[src/rtl/result_to_bcd.sv]
// Binary magnitude + sign to four BCD digits using iterative double-dabble,
// with start/busy/done handshake, leading-zero blanking and overflow saturation.
module result_to_bcd #(
    parameter int BIN_W   = 14,
    parameter int MAX_VAL = 9999
) (
    input  logic             clk_in,
    input  logic             rst_n,
    input  logic             start,
    input  logic [BIN_W-1:0] bin_in,
    input  logic             neg_in,
    output logic             busy,
    output logic             done,
    output logic [3:0]       dig0,
    output logic [3:0]       dig1,
    output logic [3:0]       dig2,
    output logic [3:0]       dig3,
    output logic             negsign,
    output logic [3:0]       blank,
    output logic             ovf
);
    localparam int CNT_W = $clog2(BIN_W + 1);

    typedef enum logic [1:0] {IDLE, SHIFT, DONE} state_t;

    state_t           state, state_nx;
    logic [CNT_W-1:0] cnt;
    logic [15:0]      bcd, bcd_adj;
    logic [BIN_W-1:0] bin_sr, mag_q;
    logic             neg_q;
    logic             capture, shift_en, load_out;
    logic             ovf_c, z3, z2, z1;
    logic [15:0]      res;

    always_ff @(posedge clk_in or negedge rst_n) begin
        if (!rst_n) state <= IDLE;
        else        state <= state_nx;
    end

    always_comb begin
        state_nx = state;
        case (state)
            IDLE:    if (start) state_nx = SHIFT;
            SHIFT:   if (cnt == CNT_W'(BIN_W - 1)) state_nx = DONE;
            DONE:    state_nx = IDLE;
            default: state_nx = IDLE;
        endcase
    end

    always_comb begin
        capture  = (state == IDLE) && start;
        shift_en = (state == SHIFT);
        load_out = (state == DONE);
    end

    // Add-3 correction on every nibble before the shift.
    always_comb begin
        bcd_adj = bcd;
        for (int i = 0; i < 4; i++)
            if (bcd[4*i +: 4] >= 4'd5) bcd_adj[4*i +: 4] = bcd[4*i +: 4] + 4'd3;
    end

    // Overflow saturates the display; blanking works on the shown digits.
    assign ovf_c = (mag_q > BIN_W'(MAX_VAL));
    assign res   = ovf_c ? 16'h9999 : bcd;
    assign z3    = (res[15:12] == 4'd0);
    assign z2    = z3 && (res[11:8] == 4'd0);
    assign z1    = z2 && (res[7:4] == 4'd0);

    always_ff @(posedge clk_in or negedge rst_n) begin
        if (!rst_n) begin
            cnt     <= '0;
            bcd     <= '0;
            bin_sr  <= '0;
            mag_q   <= '0;
            neg_q   <= 1'b0;
            busy    <= 1'b0;
            done    <= 1'b0;
            dig0    <= '0;
            dig1    <= '0;
            dig2    <= '0;
            dig3    <= '0;
            negsign <= 1'b0;
            blank   <= 4'b1110;
            ovf     <= 1'b0;
        end else begin
            done <= load_out;
            if (capture) begin
                bin_sr <= bin_in;
                mag_q  <= bin_in;
                neg_q  <= neg_in;
                bcd    <= '0;
                cnt    <= '0;
                busy   <= 1'b1;
            end else if (shift_en) begin
                {bcd, bin_sr} <= {bcd_adj[14:0], bin_sr, 1'b0};
                cnt           <= cnt + CNT_W'(1);
            end
            if (load_out) begin
                busy    <= 1'b0;
                dig0    <= res[3:0];
                dig1    <= res[7:4];
                dig2    <= res[11:8];
                dig3    <= res[15:12];
                negsign <= neg_q && (mag_q != '0);
                blank   <= {z3, z2, z1, 1'b0};
                ovf     <= ovf_c;
            end
        end
    end
endmodule
[config.mk]
export PLATFORM = sky130hd
export DESIGN_NAME = result_to_bcd
export DESIGN_NICKNAME = d
export VERILOG_FILES = /design/src/rtl/result_to_bcd.sv
export SDC_FILE = /design/constraint.sdc
export NUM_CORES = 1
export LEC_CHECK = 0
export BUFFER_PORTS_ARGS = -buffer_cell sky130_fd_sc_hd__buf_2
export CORE_MARGIN = 2
export CORE_UTILIZATION = 60
export CTS_CLUSTER_DIAMETER = 80
export DETAILED_ROUTE_END_ITERATION = 10
export PLACE_DENSITY = 0.79
export RECOVER_POWER = 50
export SLEW_MARGIN = 20
export SYNTH_ARGS = -nofsm -noshare
export SYNTH_HDL_FRONTEND = slang
export SYNTH_SLANG_ARGS = --single-unit
[constraint.sdc]
create_clock -name clk_in -period 2.1 [get_ports clk_in]
set_input_delay 0.21 -clock clk_in [delete_from_list [all_inputs] [get_ports clk_in]]
set_output_delay 0.21 -clock clk_in [all_outputs]
set_load 0.05 [all_outputs]
==> results.py <==
metrics = {
    "outcome": {
        "status": "finished, violations left",
        "violations": "max-capacitance violations, max-slew violations",
    },
    "place": {
        "numPortBuffers": 40,
        "place_area_sq_um": 3662,
        "placed_cells": 405,
        "dp_hpwl_um": 4827,
        "gp_congestion": 0.8169,
    },
    "grt": {
        "antenna_found_initial": 0,
        "grtUsageTotal_pct": 24.17,
        "grt_pass1_vias": 2463,
        "grt_max_degree": 49,
        "grt_overflow_total": 0,
        "grt_pass1_wl_um": 11480,
    },
    "critical_path": {
        "rr_worst_depth": 4,
        "worstSetupPathType": "reg2reg",
        "crit_path_start": "state[1]$_DFFE_PN0P_",
        "start_kind": "register",
        "endpoint": "dig1[3]$_DFFE_PN0P_",
        "worstReg2RegStart": "state[1]$_DFFE_PN0P_",
        "reg2reg_to": "dig1[3]$_DFFE_PN0P_",
        "rrSetupSlack_ns": 0.41,
        "crit_fanout": 20,
        "critPathCaptureType": "register",
        "crit_required_ns": 2.33,
        "cp.arrival_ns": 1.92,
    },
    "sta": {
        "max_freq_ghz": 0.5931,
        "drv_slew": 27,
        "fin_crit_sh_pct": 80.29,
        "worst_pin_slew_ns": 1.515,
        "timing.final.hold_violations": 0,
        "setup_violations": 0,
        "fin_setup_tns_ns": 0,
        "finClkSkew_ns": 0.01322,
        "maxSlewHeadroom_pct": -1.002,
        "fin_crit_ns": 1.686,
        "rsz0062_at_grt": "no",
    },
    "synthesis": {
        "synthArstFlopShare_pct": 100.0,
        "synth_area_leaders": "dfrtp_1, mux2_2, o21ai_0, nand2_1, ha_1",
        "yosysWarningCount": 0,
        "synth_top_area_share_pct": 51.67,
        "syn_inst": 303,
        "synthFlopType": "dfrtp_1",
        "synth_seq_cells": 74,
        "syn_area_sq_um": 3438,
        "yosysTopAreaCell": "dfrtp_1",
        "seq_area_frac_synth_pct": 53.97,
        "synth_edf_count": 0,
        "syn_nets": 331,
        "yosysUniqueCellTypes": 50,
        "syn_avg_cell_area_sq_um": 11.35,
    },
    "cells_and_area": {
        "stdcell_count": 422,
        "areaGrowthSynthToFinish_pct": 12.77,
        "final_common_cell": "dfrtp_1",
        "fill_cells": 427,
        "mostFrequentLayoutCells": "dfrtp_1, nand2_1, o21ai_0, buf_2, clkbuf_1",
        "nets": 373,
        "drive_above_1_share_pct": 20.57,
        "design_area_sq_um": 3877,
        "antennaDiodeCount": 0,
    },
    "clocking": {
        "clock-sinks": 74,
        "cts_setup_buffers": 0,
        "clk_pin_slew_ns": 0.07,
        "clk_latency_ns": 0.35,
        "htreeDepth": 3,
        "clock_path_buffers": 2,
        "cts_tree": "done",
        "cts-buffers-inserted": 9,
        "root_buffer": "clkbuf_8",
    },
    "floorplan": {
        "ios": 42,
        "row_count": 27,
        "die_h_um": 79.70,
        "initial_core_util_pct": 62.44,
        "coreArea_sq_um": 5507,
        "die_width_um": 79.70,
        "die_area_sq_um": 6352,
    },
    "min_path": {
        "min_from": "neg_in",
        "holdPathStages": 2,
        "hold_path_class": "in2reg",
    },
    "drt": {
        "drt_wl_total_um": 7051,
        "via_per_inst": 5.853,
        "drtAntennaViolNets": 0,
        "routedWlPerCell_um": 16.71,
        "drt_iter0_markers": 138,
        "first_pass_iters": 4,
        "vias": 2470,
        "drc": 0,
    },
    "pwr": {
        "p_comb_share_pct": 38.0,
        "switchingPower_uw": 2360,
        "leakage_uw": 0.001711,
        "pwr-share-clk_pct": 21.2,
        "seq_power_share_pct": 40.8,
        "ir_drop_v": 0.0007545,
        "power_density_nw_per_um2": 1523,
        "swShare_pct": 39.96,
        "p_int_uw": 3545,
    },
    "flow_run": {
        "cap_violations": 1,
    },
}
[registers in the layout, summed over array words and instances (netlist names)]
register	count
bcd	16
bin_sr	14
mag_q	14
cnt	4
dig0	4
dig1	4
dig2	4
dig3	4
blank	3
state	2
busy	1
done	1
neg_q	1
negsign	1
ovf	1
[logic make-up after synthesis]
family	count (synthesis)	synth area share [%]
DFF	74	53.97
adders and majority gates	10	3.639
xor gates and xnor gates	3	0.7643
other	1	0.1091
buffers and inverters	35	5.677
and+or+nand+nor	69	10.74
AOI/OAI and AO/OA	95	19.91
muxes	16	5.204
[power by group through the flow]
stage | combinational [uW] | sequential (uW) | clock (uW)
global placement | 2190 | 2400 | 0
CTS | 2280 | 2400 | 1270
finish | 2250 | 2410 | 1250
detailed placement | 2260 | 2420 | 0
floorplan | 1430 | 2730 | 0
global route | 2470 | 2470 | 1330
[what timing repair did]
action	in CTS	in global routing
endpoints found under the hold margin	23	0
gates resized for setup	0	0
hold buffers	1	0
[critical path, cell delays in order, from the launching register on]
cell and delay (ns):
dfrtp_1 0.76, nand2b_2 0.11, inv_1 0.20, o211a_1 0.38, a21oi_1 0.12
[through the flow]
stage	utilization (%)	hold slack [ns]	power, uW	setup WS, ns
after floorplan	-	-0.08559	4160	0.7463
after global placement	66.51	0.2505	4588	0.4829
after CTS	70.85	0.08062	5946	0.3987
after global routing	70.42	0.09035	6270	0.1252
final	70.42	0.08674	5905	0.4139
after detailed placement	66.51	0.2649	4682	0.4119
[Yosys cell counts (2+ instances only)]
master and n:
nor4_1 4, clkbuf_1 2, buf_6 5, a32o_1 4
xnor2_1 3, dfrtp_1 71, inv_1 19, nor2b_1 4
o21ai_0 29, mux2_2 15, dfstp_2 3, nand4_1 3
o31ai_1 4, o21a_1 4, nand2b_1 2, o2111ai_1 8
nor2_1 10, ha_1 10, a22o_1 2, nand3_1 2
buf_4 6, nand2_1 35, a21oi_1 9, a22oi_1 12
o221ai_1 4, a21o_1 2, o32ai_1 3, buf_2 3
o311ai_1 4
[worst min path at each step]
stage                                     end
after floorplan            bcd[0]$_DFFE_PN0P_
after global placement    dig1[1]$_DFFE_PN0P_
after detailed placement  dig1[2]$_DFFE_PN0P_
after CTS                   neg_q$_DFFE_PN0P_
after global routing        neg_q$_DFFE_PN0P_
final                       neg_q$_DFFE_PN0P_
[layout make-up]
class | instances | area, sq um | share of cell area, %
clock buffers | 12 | 155.1 | 4.001
multi-input cells | 194 | 1388 | 35.79
flip-flops and latches | 74 | 1856 | 47.85
well taps | 72 | 90.09 | 2.323
clock inverters | 4 | 73.82 | 1.904
repair buffers | 47 | 244.0 | 6.292
inverters | 19 | 71.32 | 1.839
[per-layer routing]
metal / global-route usage [%] / vias up / routed length (um)
li1: - / 1193 / -
met1: 30.13 / 1209 / 3159
met2: 40.76 / 59 / 3529
met3: 4.638 / 9 / 263
met4: 11.03 / 0 / 99
met5: 0 / - / 0
Note: power is estimated with default switching activity, not from simulation.
